### config.mk
export PLATFORM = sky130hd
export DESIGN_NAME = spi_master_fl_gen_flat
export DESIGN_NICKNAME = d
export VERILOG_FILES = /design/src/rtl/spi_fl_pkg.sv /design/src/rtl/spi_master_fl_gen_if.sv /design/src/rtl/spi_fl_bit_timer.sv /design/src/rtl/spi_master_fl_gen.sv /design/src/flat_wrapper.sv
export SDC_FILE = /design/constraint.sdc
export NUM_CORES = 1
export LEC_CHECK = 0
export ABC_AREA = 1
export CAP_MARGIN = 25
export CELL_PAD_IN_SITES_DETAIL_PLACEMENT = 1
export CELL_PAD_IN_SITES_GLOBAL_PLACEMENT = 1
export CORE_UTILIZATION = 26
export CTS_CLUSTER_SIZE = 24
export DETAILED_ROUTE_END_ITERATION = 6
export HOLD_SLACK_MARGIN = 0.1
export PLACE_DENSITY_LB_ADDON = 0.1
export SLEW_MARGIN = 20
export SYNTH_ARGS = -nofsm -noshare
export SYNTH_HDL_FRONTEND = slang
export SYNTH_SLANG_ARGS = --single-unit
### constraint.sdc
create_clock -name clk -period 1.9 [get_ports clk]
set_input_delay 0.19 -clock clk [delete_from_list [all_inputs] [get_ports clk]]
set_output_delay 0.19 -clock clk [all_outputs]
set_load 0.02 [all_outputs]
### src/rtl/spi_fl_pkg.sv
// rtl/spi_fl_pkg.sv - shared types and constants for the SPI flash master
package spi_fl_pkg;
    localparam int CMD_W    = 8;
    localparam int NBITS_W  = 7;
    localparam int DUMMY_W  = 5;
    localparam int CT_ADDR  = 0;
    localparam int CT_WRITE = 1;
    localparam int CT_READ  = 2;

    typedef enum logic [2:0] {
        S_IDLE,
        S_CMD,
        S_ADDR,
`ifdef SPI_FL_DUMMY_EN
        S_DUMMY,
`endif
        S_WRITE,
        S_READ,
        S_DONE
    } state_e;
endpackage

### src/rtl/spi_master_fl_gen_if.sv
// rtl/spi_master_fl_gen_if.sv - request/response bus of the SPI flash master (ndummy only with SPI_FL_DUMMY_EN)
interface spi_master_fl_gen_if #(
    parameter int DATA_W = 32,
    parameter int ADDR_W = 24
) ();
    import spi_fl_pkg::*;

    logic [DATA_W-1:0]  data_in;
    logic [ADDR_W-1:0]  address;
    logic [CMD_W-1:0]   command;
    logic [2:0]         commtype;
    logic [NBITS_W-1:0] nmiso_bits;
    logic               validflag;
`ifdef SPI_FL_DUMMY_EN
    logic [DUMMY_W-1:0] ndummy;
`endif
    logic [DATA_W-1:0]  data_out;
    logic               validflag_out;
    logic               tready;

    modport master (
        output data_in, address, command, commtype, nmiso_bits, validflag,
`ifdef SPI_FL_DUMMY_EN
        output ndummy,
`endif
        input  data_out, validflag_out, tready
    );

    modport slave (
        input  data_in, address, command, commtype, nmiso_bits, validflag,
`ifdef SPI_FL_DUMMY_EN
        input  ndummy,
`endif
        output data_out, validflag_out, tready
    );
endinterface

### src/rtl/spi_fl_bit_timer.sv
// rtl/spi_fl_bit_timer.sv - SCLK generator: CLK_DIV cycles low then CLK_DIV high per bit, with edge strobes
module spi_fl_bit_timer #(
    parameter int CLK_DIV = 2
) (
    input  logic clk,
    input  logic rst,
    input  logic run,
    output logic sclk,
    output logic rise,
    output logic fall,
    output logic bit_done
);
    localparam int CNT_W = $clog2(2 * CLK_DIV);
    localparam logic [CNT_W-1:0] RISE_AT   = CNT_W'(CLK_DIV - 1);
    localparam logic [CNT_W-1:0] HIGH_FROM = CNT_W'(CLK_DIV);
    localparam logic [CNT_W-1:0] LAST      = CNT_W'(2 * CLK_DIV - 1);

    logic [CNT_W-1:0] cnt_q, cnt_d;
    logic             sclk_q, sclk_d;

    always_comb begin
        cnt_d  = '0;
        sclk_d = 1'b0;
        if (run) begin
            cnt_d  = (cnt_q == LAST) ? '0 : cnt_q + CNT_W'(1);
            sclk_d = (cnt_d >= HIGH_FROM);
        end
    end

    always_ff @(posedge clk) begin
        if (rst) begin
            cnt_q  <= '0;
            sclk_q <= 1'b0;
        end else begin
            cnt_q  <= cnt_d;
            sclk_q <= sclk_d;
        end
    end

    // Strobes mark the clk edge that moves sclk high (rise) or low (fall)
    assign rise     = run && (cnt_q == RISE_AT);
    assign fall     = run && (cnt_q == LAST);
    assign bit_done = fall;
    assign sclk     = sclk_q;
endmodule

### src/rtl/spi_master_fl_gen.sv
// rtl/spi_master_fl_gen.sv - parametrised SPI flash master (CMD/ADDR/WRITE/READ; DUMMY phase with SPI_FL_DUMMY_EN)
module spi_master_fl_gen
    import spi_fl_pkg::*;
#(
    parameter int DATA_W  = 32,
    parameter int ADDR_W  = 24,
    parameter int CLK_DIV = 2
) (
    input  logic                clk,
    input  logic                rst,
    spi_master_fl_gen_if.slave  bus,
    output logic                ss,
    output logic                sclk,
    output logic                mosi,
    input  logic                miso
);
    localparam int WIDE = (DATA_W > ADDR_W) ? DATA_W : ADDR_W;
    localparam int SH_W = (WIDE > CMD_W) ? WIDE : CMD_W;
    localparam int LEN_W = 8;

    state_e            state_q, state_d, nxt;
    state_e            after_cmd, after_addr, after_dum, after_write;
    logic [SH_W-1:0]   sh_q, sh_d;
    logic [LEN_W-1:0]  len_q, len_d, rdlen_q, rdlen_d;
    logic [DATA_W-1:0] rx_q, rx_d, dout_q, dout_d, din_q, din_d;
    logic [ADDR_W-1:0] addr_q, addr_d;
    logic              a_q, a_d, w_q, w_d;
`ifdef SPI_FL_DUMMY_EN
    logic [DUMMY_W-1:0] dum_q, dum_d;
`endif
    logic              idle_like, rise, fall, bit_done;

    function automatic logic [SH_W-1:0] left_align(input logic [SH_W-1:0] v, input int w);
        left_align = v << (SH_W - w);
    endfunction

    assign idle_like = (state_q == S_IDLE) || (state_q == S_DONE);

    spi_fl_bit_timer #(.CLK_DIV(CLK_DIV)) u_timer (
        .clk      (clk),
        .rst      (rst),
        .run      (!idle_like),
        .sclk     (sclk),
        .rise     (rise),
        .fall     (fall),
        .bit_done (bit_done)
    );

    // Phase successor chain; disabled phases fall straight through
    always_comb begin
        after_write = (rdlen_q != '0) ? S_READ : S_DONE;
        after_dum   = w_q ? S_WRITE : after_write;
`ifdef SPI_FL_DUMMY_EN
        after_addr  = (dum_q != '0) ? S_DUMMY : after_dum;
`else
        after_addr  = after_dum;
`endif
        after_cmd   = a_q ? S_ADDR : after_addr;
        case (state_q)
            S_CMD:   nxt = after_cmd;
            S_ADDR:  nxt = after_addr;
`ifdef SPI_FL_DUMMY_EN
            S_DUMMY: nxt = after_dum;
`endif
            S_WRITE: nxt = after_write;
            default: nxt = S_DONE;
        endcase
    end

    always_comb begin
        state_d = state_q;
        sh_d    = sh_q;
        len_d   = len_q;
        rdlen_d = rdlen_q;
        rx_d    = rx_q;
        dout_d  = dout_q;
        din_d   = din_q;
        addr_d  = addr_q;
        a_d     = a_q;
        w_d     = w_q;
`ifdef SPI_FL_DUMMY_EN
        dum_d   = dum_q;
`endif
        if (idle_like) begin
            state_d = S_IDLE;
            if (bus.validflag) begin
                state_d = S_CMD;
                sh_d    = left_align(SH_W'(bus.command), CMD_W);
                len_d   = LEN_W'(CMD_W - 1);
                rx_d    = '0;
                din_d   = bus.data_in;
                addr_d  = bus.address;
                a_d     = bus.commtype[CT_ADDR];
                w_d     = bus.commtype[CT_WRITE];
`ifdef SPI_FL_DUMMY_EN
                dum_d   = bus.ndummy;
`endif
                if (!bus.commtype[CT_READ])
                    rdlen_d = '0;
                else if (int'(bus.nmiso_bits) > DATA_W)
                    rdlen_d = LEN_W'(DATA_W);
                else
                    rdlen_d = LEN_W'(bus.nmiso_bits);
            end
        end else begin
            if (state_q == S_READ && rise)
                rx_d = {rx_q[DATA_W-2:0], miso};
            if (fall)
                sh_d = sh_q << 1;
            if (bit_done) begin
                if (len_q != '0) begin
                    len_d = len_q - LEN_W'(1);
                end else begin
                    state_d = nxt;
                    case (nxt)
                        S_ADDR: begin
                            sh_d  = left_align(SH_W'(addr_q), ADDR_W);
                            len_d = LEN_W'(ADDR_W - 1);
                        end
`ifdef SPI_FL_DUMMY_EN
                        S_DUMMY: begin
                            sh_d  = '0;
                            len_d = LEN_W'(dum_q) - LEN_W'(1);
                        end
`endif
                        S_WRITE: begin
                            sh_d  = left_align(SH_W'(din_q), DATA_W);
                            len_d = LEN_W'(DATA_W - 1);
                        end
                        S_READ: begin
                            sh_d  = '0;
                            len_d = rdlen_q - LEN_W'(1);
                        end
                        default: begin
                            sh_d = '0;
                            if (rdlen_q != '0)
                                dout_d = rx_q;
                        end
                    endcase
                end
            end
        end
    end

    always_ff @(posedge clk) begin
        if (rst) begin
            state_q <= S_IDLE;
            sh_q    <= '0;
            len_q   <= '0;
            rdlen_q <= '0;
            rx_q    <= '0;
            dout_q  <= '0;
            din_q   <= '0;
            addr_q  <= '0;
            a_q     <= 1'b0;
            w_q     <= 1'b0;
`ifdef SPI_FL_DUMMY_EN
            dum_q   <= '0;
`endif
        end else begin
            state_q <= state_d;
            sh_q    <= sh_d;
            len_q   <= len_d;
            rdlen_q <= rdlen_d;
            rx_q    <= rx_d;
            dout_q  <= dout_d;
            din_q   <= din_d;
            addr_q  <= addr_d;
            a_q     <= a_d;
            w_q     <= w_d;
`ifdef SPI_FL_DUMMY_EN
            dum_q   <= dum_d;
`endif
        end
    end

    assign ss                = idle_like;
    assign mosi              = sh_q[SH_W-1];
    assign bus.tready        = idle_like;
    assign bus.validflag_out = (state_q == S_DONE);
    assign bus.data_out      = dout_q;
endmodule
### src/flat_wrapper.sv
// flat-port wrapper written by rule: the top's interface ports become plain ports
module spi_master_fl_gen_flat import spi_fl_pkg::*;
#(
    parameter int DATA_W  = 32,
    parameter int ADDR_W  = 24,
    parameter int CLK_DIV = 2
)
  (clk, rst, ss, sclk, mosi, miso, bus_data_in, bus_address, bus_command, bus_commtype, bus_nmiso_bits, bus_validflag, bus_data_out, bus_validflag_out, bus_tready);
  spi_master_fl_gen_if #(.DATA_W(DATA_W), .ADDR_W(ADDR_W)) bus_i ();
  input  logic clk;
  input  logic rst;
  output logic ss;
  output logic sclk;
  output logic mosi;
  input  logic miso;
  input wire logic [$bits(bus_i.data_in)-1:0] bus_data_in;
  input wire logic [$bits(bus_i.address)-1:0] bus_address;
  input wire logic [$bits(bus_i.command)-1:0] bus_command;
  input wire logic [$bits(bus_i.commtype)-1:0] bus_commtype;
  input wire logic [$bits(bus_i.nmiso_bits)-1:0] bus_nmiso_bits;
  input wire logic [$bits(bus_i.validflag)-1:0] bus_validflag;
  output wire logic [$bits(bus_i.data_out)-1:0] bus_data_out;
  output wire logic [$bits(bus_i.validflag_out)-1:0] bus_validflag_out;
  output wire logic [$bits(bus_i.tready)-1:0] bus_tready;
  assign bus_i.data_in = bus_data_in;
  assign bus_i.address = bus_address;
  assign bus_i.command = bus_command;
  assign bus_i.commtype = bus_commtype;
  assign bus_i.nmiso_bits = bus_nmiso_bits;
  assign bus_i.validflag = bus_validflag;
  assign bus_data_out = bus_i.data_out;
  assign bus_validflag_out = bus_i.validflag_out;
  assign bus_tready = bus_i.tready;
  spi_master_fl_gen #(.DATA_W(DATA_W), .ADDR_W(ADDR_W), .CLK_DIV(CLK_DIV)) u_core (.clk(clk), .rst(rst), .bus(bus_i), .ss(ss), .sclk(sclk), .mosi(mosi), .miso(miso));
endmodule
* After elaboration in Yosys (flattened, before gate mapping)
Cells that the tools add are included.
** Operators by class
- $add $sub $neg :: 3
- Magnitude comparators :: 2
- Equal/unequal tests :: 12
- Multiplexer cells :: 25
- Bitwise gates (word level) :: 3
- Reductions and logical operators :: 18
** Operators by type and width (number)
- $mux W32 :: 8
- $pmux W32 S2 :: 1
- $mux W8 :: 5
- $pmux W8 S3 :: 1
- $reduce_bool A8 Y1 :: 2
- $sub A8 B1 Y8 const B :: 2
- $mux W3 :: 5
- $eq A3 B2 Y1 const B :: 4
- $eq A3 B3 Y1 const B :: 3
- $pmux W3 S3 :: 1
- $gt A7 B6 Y1 const B :: 1
- $mux W7 :: 1
- $reduce_and A2 Y1 :: 3
- $reduce_and A5 Y1 :: 1
- $reduce_bool A5 Y1 :: 1
- $reduce_bool A2 Y1 :: 2
- $eq A3 B1 Y1 const B :: 1
- $logic_and A1 B1 Y1 :: 3
- $logic_not A3 Y1 :: 1
- $not A1 Y1 :: 3
- $reduce_and A3 Y1 :: 1
- $reduce_or A3 Y1 :: 1
- $add A2 B1 Y2 const B :: 1
- $eq A2 B1 Y1 const B :: 1
- 9 further kinds :: 10
** Storage, ports and cells
- Bits in registers :: 176
- Bits of input ports :: 78
- Output and inout bits :: 37
- Word-level logic and storage cells :: 75

* Longest topological paths before layout
Gate-level depths: netlist of run 1.
- Depth after elaboration :: 10
- Depth in mapped cells :: 14
- Gate-level depth less buffers :: 13

* Hierarchy
From an unflattened synthesis of run 1, not the netlist that was laid out.
** Second synthesis, totals
- Cell total of the unflattened synthesis :: 1175
- Area, all modules :: 8275.4 µm²
** Modules (own cells, without submodules)
- spi_master_fl_gen :: instances 1, cells each 1158, area an instance 8157.8 µm², seq. area each 3443.3 µm²
- spi_fl_bit_timer :: instances 1, cells each 17, area an instance 117.6 µm², seq. area each 40.0 µm²

* Worst setup path before layout of run 1
No wires, ideal clock.
- Kind :: reg2reg
- Start point :: register u_core.u_timer.cnt_q[1]
- End point :: register u_core.len_q[0]
- Setup time :: 113 ps
- Arrival :: 1565 ps
- Required time :: 1787 ps
- Slack :: 223 ps
- Cell stages (with the launch flop) :: 11
- Period minus slack after synthesis :: 1677 ps
- Cells stage by stage :: dfxtp_1 > ha_1 > clkbuf_1 > inv_1 > nand2_1 > nand2_2 > inv_2 > nand2_2 > buf_6 > nor2_1 > nor2_1
** On the way
- Word-level cells in the longest chain between the ends :: 4
** Ends and longest elaborated chain
- start, declared :: line spi_fl_bit_timer.sv:18 : logic [CNT_W-1:0] cnt_q, cnt_d;
- start signal, assigned :: line spi_fl_bit_timer.sv:35 : cnt_q <= cnt_d;
- $eq A2 B2 Y1 :: line spi_fl_bit_timer.sv:42 : assign fall = run && (cnt_q == LAST);
- $logic_and A1 B1 Y1 :: line spi_fl_bit_timer.sv:42
- $reduce_bool A2 Y1 (no line)
- $reduce_and A3 Y1 (no line)
- end signal, assigned :: line spi_master_fl_gen.sv:163 : len_q <= len_d;
- end, declared :: line spi_master_fl_gen.sv:24 : logic [LEN_W-1:0] len_q, len_d, rdlen_q, rdlen_d;
Every way passes these cells.
A chain may end at the register's enable or synchronous reset.

* Worst setup path in the final report of run 1
- Start point :: register u_core.len_q[1]
- End point :: register u_core.sh_q[22]
** On the way
- Word-level cells in the longest chain between the ends :: 4
** Ends and longest elaborated chain
- $reduce_bool A8 Y1 :: line spi_master_fl_gen.sv:111 : if (len_q != '0) begin
- $mux W32 :: line spi_master_fl_gen.sv:111
- $mux W32 :: line spi_master_fl_gen.sv:110 : if (bit_done) begin
- $mux W32 :: line spi_master_fl_gen.sv:84 : if (idle_like) begin
- end signal, assigned :: line spi_master_fl_gen.sv:148 : sh_q <= '0;
- end signal, assigned :: line spi_master_fl_gen.sv:162 : sh_q <= sh_d;
- end, declared :: line spi_master_fl_gen.sv:23 : logic [SH_W-1:0] sh_q, sh_d;
Every way passes these cells.

==> results of run 1 <==
==> worst max-delay path by stage <==
stage                                                 endpoint                                from
after floorplan                   u_core.len_q[0]$_SDFFE_PP0P_  u_core.u_timer.cnt_q[1]$_SDFF_PP0_
after global routing       u_core.bus.data_out[4]$_SDFFE_PP0P_      u_core.rdlen_q[0]$_SDFFE_PP0P_
final                             u_core.sh_q[22]$_SDFFE_PP0P_        u_core.len_q[1]$_SDFFE_PP0P_
after detailed placement          u_core.len_q[6]$_SDFFE_PP0P_        u_core.len_q[1]$_SDFFE_PP0P_
after CTS                                           bus_tready      u_core.state_q[0]$_SDFFE_PP0P_
after global placement    u_core.bus.data_out[11]$_SDFFE_PP0P_      u_core.state_q[2]$_SDFFE_PP0P_
==> sequential cells by signal, indices dropped and copies added (netlist names) <==
register	cells
u_core.state_q	3
u_core.sh_q	32
u_core.w_q	1
u_core.u_timer.cnt_q	2
u_core.rx_q	32
u_core.din_q	32
u_core.len_q	8
u_core.bus.data_out	32
u_core.rdlen_q	7
u_core.addr_q	24
u_core.a_q	1
==> where the power goes <==
group / total [W] / internal (W) / switching [W]
logic: 0.00404 / 0.00150 / 0.00254
clock network: 0.00346 / 0.00177 / 0.00169
registers: 0.00430 / 0.00405 / 0.000247
==> cell families after synthesis <==
logic type | count (synthesis)
adder cells (fa/ha/maj) | 6
AO/OA/AOI/OAI | 234
AND/OR/NAND/NOR | 477
buffers and inverters | 158
XOR/XNOR | 9
flip-flops | 174
==> metal layers <==
| layer | track usage | up-vias | share of wire |
|---|---|---|---|
| met2 | 0.262 | 98 | 0.45 |
| met4 | 0.0351 | 0 | 0.0077 |
| met1 | 0.234 | 3581 | 0.51 |
| met3 | 0.0262 | 16 | 0.028 |
| met5 | 0 | - | 0 |
| li1 | - | 3788 | - |
==> Yosys cell counts (7+ instances only) <==
cell type,n
sky130_fd_sc_hd__nand2_1,221
sky130_fd_sc_hd__nand3_1,113
sky130_fd_sc_hd__buf_2,28
sky130_fd_sc_hd__nand4_1,38
sky130_fd_sc_hd__dfxtp_1,174
sky130_fd_sc_hd__o21ai_1,7
sky130_fd_sc_hd__o21ai_0,34
sky130_fd_sc_hd__inv_1,71
sky130_fd_sc_hd__a21oi_1,157
sky130_fd_sc_hd__o32ai_1,31
sky130_fd_sc_hd__buf_4,8
sky130_fd_sc_hd__nor2_1,82
sky130_fd_sc_hd__xor2_1,8
sky130_fd_sc_hd__clkbuf_1,42
==> critical path, stage by stage (launching register included) <==
cell and delay, ns:
sky130_fd_sc_hd__dfxtp_2 0.33, sky130_fd_sc_hd__inv_2 0.07, sky130_fd_sc_hd__ha_4 0.13, sky130_fd_sc_hd__nand3_2 0.09, sky130_fd_sc_hd__nor2_4 0.24, sky130_fd_sc_hd__inv_4 0.10
sky130_fd_sc_hd__nor2_4 0.23, sky130_fd_sc_hd__clkbuf_16 0.23, sky130_fd_sc_hd__nand2_1 0.07, sky130_fd_sc_hd__nand3_1 0.07, sky130_fd_sc_hd__nand2_1 0.05, sky130_fd_sc_hd__a21oi_1 0.11
==> cell usage in the layout, fill, tap and decap left out, drive strengths merged, types with 3 or more instances in the layout <==
cell | synthesis | final
nand2 | 228 | 228
dfxtp | 174 | 174
a21oi | 157 | 157
nand3 | 115 | 115
clkdlybuf4s50 | 0 | 109
nor2 | 90 | 90
inv | 77 | 87
buf | 39 | 59
o21ai | 42 | 42
nand4 | 38 | 38
o32ai | 31 | 31
clkbuf | 42 | 25
xor2 | 8 | 8
ha | 6 | 6
nor3 | 5 | 5
clkinvlp | 0 | 3
==> per-stage QoR <==
step,area (µm²),setup TNS (ns),cells,util
final,10300,0,1569,0.356
after global routing,10300,0,1569,0.356
after CTS,10100,-0.00822,1560,0.347
after detailed placement,9490,0,1527,0.327
after global placement,9490,0,1527,0.327
after floorplan,7730,0,1058,-
==> layout make-up <==
type | instances | area, µm² | share of cell area
Multi-Input combinational cell | 726 | 3680 | 0.356
Inverter | 77 | 294 | 0.0285
Timing Repair Buffer | 176 | 1820 | 0.176
Tap cell | 384 | 480 | 0.0466
Sequential cell | 174 | 3490 | 0.338
Clock inverter | 13 | 120 | 0.0116
Clock buffer | 19 | 443 | 0.0429
==> what timing repair did <==
action	4_1_cts	5_1_grt
hold endpoints to repair	10	0
setup buffers	0	4
hold buffers	1	0
gates cloned	0	5
resized for setup	6	33
pin swaps	0	9
endpoints found under the setup margin	3	65
==> results summary, run 1 <==
STA classifies the critical path startpoint as a flip-flop. The number of warnings issued by yosys came out at 0. The die width is 174 µm. The initial utilization of the core area, before any placement, comes to 0.266. Setup repair after global routing left no endpoint under its margin.

The endpoint kind of the worst setup timing path is a flip-flop. Summed over all cells, the static leakage comes to 3.63 nW. The number of synthesized register bits came out at 174. The number of maximum-capacitance constraint violations came out at 0. The endpoint with the worst hold slack is u_core.addr_q[3]$_SDFFE_PP0P_. The number of instances in the synthesized netlist came out at 1,058. The boundary pin count is 115. The multiplexer area fraction after synthesis came out at 0. The synthesized cell area is 7730 µm². Power spread over the standard cell area amounts to 1140 nW/µm². The type of the worst setup path is reg2reg. The headroom to the max-slew limit came out at 0.565. After clock tree synthesis, the clock-pin slew on the worst setup and hold paths is 0.07 ns.

The die is 174 µm tall. The number of clock sinks came out at 174. The setup slack at placement is 0.0247 ns.

At the worst endpoint, the required time is 2.26 ns. Of the post-synthesis cell area, the dominant cell type holds 0.451. The aggregate global-route resource usage came out at 0.165.

TritonCTS built the clock tree. The synthesized design contains 0 enable-type register cells. The clock latency of the later-clocked register in the worst-skew pair is 0.43 ns. After filler insertion, the fill cell instance count of the layout stands at 3,558. The maximum root-to-sink buffer count came out at 2. The site row count came out at 62. The detailed router finished its first iteration with 383 violations. Routability-driven placement finished with a final weighted congestion of 0.768. For flop-to-flop paths, the worst setup slack is 0.11 ns.

The worst vdd rail ir drop came out at 0.628 mV. In this run the worst path has a maximum fanout of 11. Setup slack on the critical path of the routed design comes to 0.114 ns. The final worst hold slack came out at 0.250 ns. The first global-routing pass estimated 40,200 µm of wire. The total number of nets in the final design is 1,256. The count of TritonRoute iterations in the first routing pass came out at 4. The tightest min-delay check is of the in2reg type.

The critical hold path startpoint is bus_validflag. The remaining global-route overflow is 0. The layout-stage area growth over the synthesis result is 33.5%.

The number of buffers created by CTS came out at 17. The post-synthesis share of cell area spent on full adders, half adders and majority gates is 0.00971. The final HPWL from detailed placement is 16,700 µm.

The routed design could run at a clock period as short as 1.79 ns. The post-synthesis area per instance came out at 7.31 µm². The max-slew violation count is 0. The startpoint of the worst register-to-register path is u_core.len_q[1]$_SDFFE_PP0P_. Across the routed clock network, the largest skew measured is 0.0141 ns. The share of layout cells above drive strength 1 is 0.119. In this run the tool buffered the top-level ports with 114 buffer cells. The cell sitting at the root of the clock tree is a sky130_fd_sc_hd__clkbuf_16. The fraction of synthesis flops using an asynchronous set or reset pin came out at 0. The count of different cell masters after synthesis came out at 30. The number of vias in the routed layout is 7,483. The final routed DRC violation total is 0. The number of stages on the worst hold path is 4. The endpoint of the worst-slack reg-to-reg timing path is u_core.sh_q[22]$_SDFFE_PP0P_. The portion of the post-synthesis area used by sequential elements came out at 0.451. After synthesis, the largest family of logic cells by area is simple AND/OR/NAND/NOR gates. The actual transition at the worst max-transition pin came out at 0.653 ns. Based on the critical path, the design can be clocked at up to 560 MHz.

The average detailed-routed wire length per instance came out at 16.4 µm. The power consumption is 0.0118 W. The number of failing setup endpoints in the final timing report is 0. Sorting the synthesized cells by area gives the leading types as sky130_fd_sc_hd__dfxtp_1 45%, sky130_fd_sc_hd__nand2_1 11%, sky130_fd_sc_hd__a21oi_1 10%.

The synthesized netlist net count came out at 1,142. The simple-gate share of the synthesized area came out at 0.272. The detailed-route wire length is 25,700 µm. The number of global-route vias before repair came out at 7,431. The compound-gate portion of the synthesized area came out at 0.169. The number of hold-slack violations in the final timing report came out at 0. The largest total area in the synthesized netlist belongs to sky130_fd_sc_hd__dfxtp_1. In this run the standard cell core region covers 29,000 µm². The total number of H-tree levels came out at 4. In the synthesized netlist the dominant register cell turns out to be sky130_fd_sc_hd__dfxtp_1. The ratio of routed vias to standard cells is 4.77. The antenna diode count came out at 0. Data on the critical path arrives at its endpoint at 2.14 ns. The run finished with clean final reports. Of the available clock period, the critical path in the final layout requires 0.940. Of the total synthesized cell area, the portion taken by XOR and XNOR cells is 0.0102. The number of cells on the worst reg-to-reg path is 11.

The maximum number of pins on one net before global-route repair came out at 133. The total die area came out at 30,400 µm². The post-detailed-route count of antenna-violating nets came out at 0. The initial antenna violation count came out at 0.
No activity file was read; power rests on OpenSTA's default activity.
==> inputs of run 2 (changes only) <==
--- a/config.mk
+++ b/config.mk
@@ -9,7 +9,8 @@
 export CAP_MARGIN = 25
 export CELL_PAD_IN_SITES_DETAIL_PLACEMENT = 1
 export CELL_PAD_IN_SITES_GLOBAL_PLACEMENT = 1
-export CORE_UTILIZATION = 26
+export CORE_ASPECT_RATIO = 0.5
+export CORE_UTILIZATION = 39
 export CTS_CLUSTER_SIZE = 24
 export DETAILED_ROUTE_END_ITERATION = 6
 export HOLD_SLACK_MARGIN = 0.1
==> run 2 against run 1 <==
Compared with the run above:
- largest cell class unchanged
- largest power group is now combinational logic
- critical path type unchanged
- final cell count fell by 7.9%
- cell area is 0.47% higher
- combinational power increased by 12%
- clock power decreased by 5%
- maximum frequency fell by 5.3%
- sequential power is essentially flat
- flip-flop and latch count stayed put
==> results summary, run 2 (synthesis gave the netlist of run 1 again) <==
The starting density of the core is 0.409 (was 0.266). The post-route standard cell area excluding fillers came to 10,400 µm² (was 10,300 µm²). The most common library cell in the layout ignoring fill and taps is sky130_fd_sc_hd__nand2_1 (unchanged).

The number of cells on the worst reg-to-reg path is 9 (was 11). The net switching power came to 0.00457 W (was 0.00447 W). The worst vdd rail ir drop is 0.706 mV (was 0.628 mV).

The total number of H-tree levels was 4 (unchanged). The actual transition at the worst max-transition pin was 0.532 ns (was 0.653 ns). The number of failing setup endpoints in the final timing report is 0 (unchanged). The final HPWL from detailed placement was 15,700 µm (was 16,700 µm).

Highest-count cells in the layout ignoring fill and taps: 214 x sky130_fd_sc_hd__nand2_1, 168 x sky130_fd_sc_hd__dfxtp_1, 149 x sky130_fd_sc_hd__a21oi_1, 109 x sky130_fd_sc_hd__clkdlybuf4s50_1, 107 x sky130_fd_sc_hd__nand3_1 (was 220 x sky130_fd_sc_hd__nand2_1, 170 x sky130_fd_sc_hd__dfxtp_1, 153 x sky130_fd_sc_hd__a21oi_1, 109 x sky130_fd_sc_hd__clkdlybuf4s50_1, 107 x sky130_fd_sc_hd__nand3_1). The detailed-route wire length was 26,300 µm (was 25,700 µm). The arrival time of data at the critical path endpoint was 2.19 ns (was 2.14 ns). The final instance count without filler cells is 1,445 (was 1,569).

The die width is 201 µm (was 174 µm). The core area came to 18,900 µm² (was 29,000 µm²). The site row count was 35 (was 62). The power consumption came out at 0.0121 W (was 0.0118 W). The final worst hold slack was 0.175 ns (was 0.250 ns). The DRC marker count from the first detailed-route iteration came out at 411 (was 383).

The logic gate share of total power is 0.375 (was 0.342). The headroom to the max-slew limit came out at 0.645 (was 0.565). The leakage power summed over all cells is 3.68 nW (was 3.63 nW). The clock input transition at the sequential cells of the worst setup and hold paths is 0.07 ns (about the same). The type of element launching the critical path is a flip-flop (unchanged). The type of the worst setup path is reg2reg (unchanged). The endpoint kind of the worst setup timing path was a flip-flop (unchanged). The total placed instance area came out at 9240 µm² (was 9490 µm²).

The library cell used as clock root buffer is sky130_fd_sc_hd__clkbuf_16 (unchanged). The first-pass GRT wire length came out at 38,500 µm (was 40,200 µm). The clock group share of total power is 0.270 (was 0.293).

The total number of nets in the final design was 1,258 (was 1,256). The aggregate global-route resource usage came to 0.233 (was 0.165). The maximum root-to-sink buffer count is 2 (unchanged). The remaining global-route overflow was 0 (unchanged).

The share of layout cells above drive strength 1 came to 0.132 (was 0.119). The floorplan die height is 102 µm (was 174 µm). The count of TritonRoute iterations in the first routing pass is 5 (was 4).

The clock latency of the later-clocked register in the worst-skew pair came out at 0.43 ns (about the same). The areal power density over the cells is 1170 nW/µm² (was 1140 nW/µm²). The initial antenna violation count came out at 0 (unchanged). The number of stages on the worst hold path is 4 (unchanged). The layout-stage area growth over the synthesis result came out at 34.1% (was 33.5%). The post-detailed-route count of antenna-violating nets came out at 0 (unchanged). The worst setup skew after layout is 0.0136 ns (was 0.0141 ns). The TritonCTS clock tree is yes (unchanged). The total die area came to 20,400 µm² (was 30,400 µm²).

The path category of the worst min-delay check is in2reg (unchanged). The antenna diode count is 0 (unchanged). The number of cells in the design after placement came out at 1,387 (was 1,527). The data required time at the worst endpoint came to 2.21 ns (was 2.26 ns). The number of buffers created by CTS came out at 17 (unchanged). The boundary pin count came out at 115 (unchanged). The number of hold-slack violations in the final timing report came out at 0 (unchanged). The number of maximum-capacitance constraint violations came to 0 (unchanged). The cell-internal power came to 0.00754 W (was 0.00733 W).

The maximum number of pins on one net before global-route repair is 78 (was 133). The max-slew violation count came out at 0 (unchanged). Unrepaired setup endpoints after global routing: yes (was no). The number of vias in the routed layout is 7,817 (was 7,483).

The ratio of routed vias to standard cells was 5.41 (was 4.77). Status: finished, final reports clean (unchanged). The net switching share of the total power is 0.377 (was 0.379). The final routed DRC violation total came out at 0 (unchanged). The number of global-route vias before repair is 7,648 (was 7,431). The final clock period utilization by the worst path is 0.992 (was 0.940). The sum of negative setup slack was 0 ns (unchanged). The number of buffer cells added on primary ports is 114 (unchanged). The achievable frequency was 530 MHz (was 560 MHz). The maximum net fanout on the critical path came to 16 (was 11). The final critical delay including setup and external delays was 1.89 ns (was 1.79 ns).

The fraction of power consumed by sequential logic came out at 0.355 (was 0.365). The routability congestion estimate from global placement came out at 0.830 (was 0.768). The number of clock sinks is 174 (unchanged).

The average detailed-routed wire length per instance is 18.2 µm (was 16.4 µm).
## run 2: changes by cell type in the layout (fill, tap and decap cells not counted), moves of 4 or more
cell / change
sky130_fd_sc_hd__inv_8: -4
sky130_fd_sc_hd__buf_6: +5
sky130_fd_sc_hd__nand2_1: -6
sky130_fd_sc_hd__buf_4: -12
sky130_fd_sc_hd__nand2_2: +7
sky130_fd_sc_hd__a21oi_2: +4
sky130_fd_sc_hd__a21oi_1: -4
sky130_fd_sc_hd__buf_12: +4
sky130_fd_sc_hd__clkbuf_16: +5
## run 2: area by class of cell
type                       count  area, µm²
clock buffer                  19        443
timing repair buffer         177       1990
clock inverter                12       88.8
inverter                      77        299
fill                        2316       8550
sequential                   174       3490
multi-input combinational    727       3730
tap                          259        324
## run 2: stage by stage
step                setup slack [ns]  utilization
CTS                          0.00194        0.517
finish                        0.0143        0.548
global route                 -0.0760        0.548
global placement              0.0748        0.488
floorplan                      0.223            -
detailed placement           -0.0173        0.488
## run 2: power by group through the flow
stage	combinational (W)	sequential (W)	clock (W)
after floorplan	0.00237	0.00431	0
after global placement	0.00349	0.00434	0
after detailed placement	0.00360	0.00436	0
after CTS	0.00365	0.00428	0.00329
after global routing	0.00489	0.00435	0.00349
final	0.00454	0.00431	0.00327
## run 2: repair_timing
item                                    in CTS  in global routing
gates resized for setup                     11                 58
pin swaps                                    1                 13
endpoints found under the setup margin      57                104
gates cloned                                 0                 12
setup buffers                                0                 16
hold buffers                                 0                  0
## run 2: worst max-delay path, cell delays in order (launching register included)
cell and delay (ns):
sky130_fd_sc_hd__dfxtp_4 0.38, sky130_fd_sc_hd__nor2_2 0.08, sky130_fd_sc_hd__o21ai_4 0.27, sky130_fd_sc_hd__clkinv_4 0.17, sky130_fd_sc_hd__buf_4 0.18, sky130_fd_sc_hd__nor2_4 0.09
sky130_fd_sc_hd__nand4_1 0.10, sky130_fd_sc_hd__buf_4 0.18, sky130_fd_sc_hd__buf_12 0.15, sky130_fd_sc_hd__o32ai_1 0.16
## run 2: worst paths after layout
check,slack [ns],endpoint,startpoint
worst max-delay path,0.01,u_core.rx_q[9]$_SDFFE_PP0P_,u_core.state_q[0]$_SDFFE_PP0P_
worst min-delay path,0.17,u_core.u_timer.cnt_q[1]$_SDFF_PP0_,rst
worst max register to register,0.01,u_core.rx_q[9]$_SDFFE_PP0P_,u_core.state_q[0]$_SDFFE_PP0P_
worst min register to register,0.46,u_core.din_q[3]$_SDFFE_PP0P_,u_core.din_q[3]$_SDFFE_PP0P_
## run 2: layer usage
metal | part of all wire | up-vias | track usage
met2 | 0.49 | 134 | 0.405
met4 | 0.015 | 0 | 0.0634
met5 | 0 | - | 0
met1 | 0.46 | 3861 | 0.304
li1 | - | 3795 | -
met3 | 0.032 | 27 | 0.0380
==> inputs of run 3 (changes only) <==
--- a/config.mk
+++ b/config.mk
@@ -6,12 +6,11 @@
 export NUM_CORES = 1
 export LEC_CHECK = 0
 export ABC_AREA = 1
-export CAP_MARGIN = 25
 export CELL_PAD_IN_SITES_DETAIL_PLACEMENT = 1
 export CELL_PAD_IN_SITES_GLOBAL_PLACEMENT = 1
 export CORE_ASPECT_RATIO = 0.5
 export CORE_UTILIZATION = 39
-export CTS_CLUSTER_SIZE = 24
+export CTS_CLUSTER_SIZE = 16
 export DETAILED_ROUTE_END_ITERATION = 6
 export HOLD_SLACK_MARGIN = 0.1
 export PLACE_DENSITY_LB_ADDON = 0.1
==> results of run 3 <==
Same layout as run 2: the final DEF is identical, and so are final timing and power.
==> RTL edit, RTL diff (settings of run 2) <==
Register the output `bus.validflag_out`, without a reset; this adds one clock of latency there.
--- a/src/rtl/spi_master_fl_gen.sv
+++ b/src/rtl/spi_master_fl_gen.sv
@@ -178,5 +178,7 @@
     assign mosi              = sh_q[SH_W-1];
     assign bus.tready        = idle_like;
-    assign bus.validflag_out = (state_q == S_DONE);
+    always_ff @(posedge clk) begin
+        bus.validflag_out <= (state_q == S_DONE);
+    end
     assign bus.data_out      = dout_q;
 endmodule
Function: no difference found for any inputs over 4 cycles, from zero or initial values and one cycle with rst high; that may be too few to reach the edited logic, so the function may still have changed.
==> RTL edit against run 2 <==
Routed wire length is 9.0% lower. Synthesized area up 0.26%. Sequential cell count rose by 1. Non-clock buffer count is 13 lower. Power shrank 2.6%. Sequential share of layout area is 0.98 points higher. Setup slack better by 0.0074 ns. Clock power is 10% higher. Clock skew shrank 0.0027 ns. Design area decreased by 2.4%. Critical path type unchanged. Largest power group is now sequential cells. Highest routed layer unchanged.
==> RTL edit: results (changes against run 2) <==
INFO  metric relSlewSlack = 0.593 (-0.0521)
INFO  metric syn-num-nets = 1,143 (+0.088%)
INFO  metric drt_first_iter_violations = 334 (-19%)
INFO  metric detailroute.via_count = 7,595 (-2.8%)
INFO  metric max-vdd-ir-drop = 0.000767 V (+8.6%)
INFO  metric outcome = finished clean
INFO  metric final_nets = 1,245 (-1.0%)
INFO  metric placed_area = 9260 µm² (+0.28%)
INFO  metric regToRegStartpoint = u_core.len_q[3]
INFO  metric hold_buffers = 1 (+1)
INFO  metric grt_first_pass_wirelength = 37,600 µm (-2.4%)
INFO  metric static-leakage-power = 3.59 nW (-2.6%)
INFO  metric post-dp-hpwl = 15,600 µm (-0.40%)
INFO  metric drive_above_1_share = 0.108 (-0.0242)
INFO  metric floorplan.initialDensity = 0.398 (-0.0103)
INFO  metric final.hold.worst_slack = 0.146 ns (-0.0288 ns)
INFO  metric critPathArrivalTime = 2.25 ns (+0.06 ns)
INFO  metric place.gp.congestion = 0.812 (-2.2%)
INFO  metric comb_power_share = 0.329 (-0.046)
INFO  metric synth.yosys.seq_area_share = 0.452 (+0.00142)
INFO  metric worst_r2r_endpoint = u_core.bus.data_out[30]
INFO  metric grt_use_total = 0.230 (-0.00292)
INFO  metric power_combinational = 3.88 mW (-15%)
INFO  metric ys_top_cells_by_area = dfxtp_1 (45%), nand2_1 (11%), a21oi_1 (10%), nand3_1 (7.3%), nor2_1 (4.0%)
INFO  metric period_minus_ws_final = 1.88 ns (-0.00738 ns)
INFO  metric via_count_of_the_first_global_routing_pass = 7,470 (-2.3%)
INFO  metric filler_cells_inserted = 2,401 (+3.7%)
INFO  metric clk-power = 3.61 mW (+10%)
INFO  metric clk-insertion-delay-late = 0.45 ns (+0.02 ns)
INFO  metric compound_cell_area_share_of_the_yosys_netlist = 0.169 (-0.000437)
RTL edit: critical path: stages, from the launching register on:
cell and delay [ns]:
dfxtp_1 0.33, nor2_2 0.18, nand3_1 0.15, nor2_4 0.20, nand2_4 0.10, nor2_4 0.28
buf_12 0.15, clkbuf_16 0.16, nand4_1 0.11, a21oi_1 0.16
RTL edit: cell type report:
| type | instances | area [µm²] | area share |
|---|---|---|---|
| inverter | 77 | 294 | 0.0290 |
| sequential | 175 | 3510 | 0.347 |
| timing repair buffer | 164 | 1730 | 0.170 |
| tap | 266 | 333 | 0.0329 |
| clock buffer | 20 | 467 | 0.0461 |
| clock inverter | 12 | 134 | 0.0132 |
| multi-input combinational | 726 | 3660 | 0.362 |
RTL edit: metal layers:
| layer | part of all wire | up-vias | track usage |
|---|---|---|---|
| met2 | 0.49 | 120 | 0.398 |
| li1 | - | 3756 | - |
| met1 | 0.47 | 3691 | 0.296 |
| met3 | 0.028 | 28 | 0.0354 |
| met5 | 0 | - | 0 |
| met4 | 0.014 | 0 | 0.0822 |
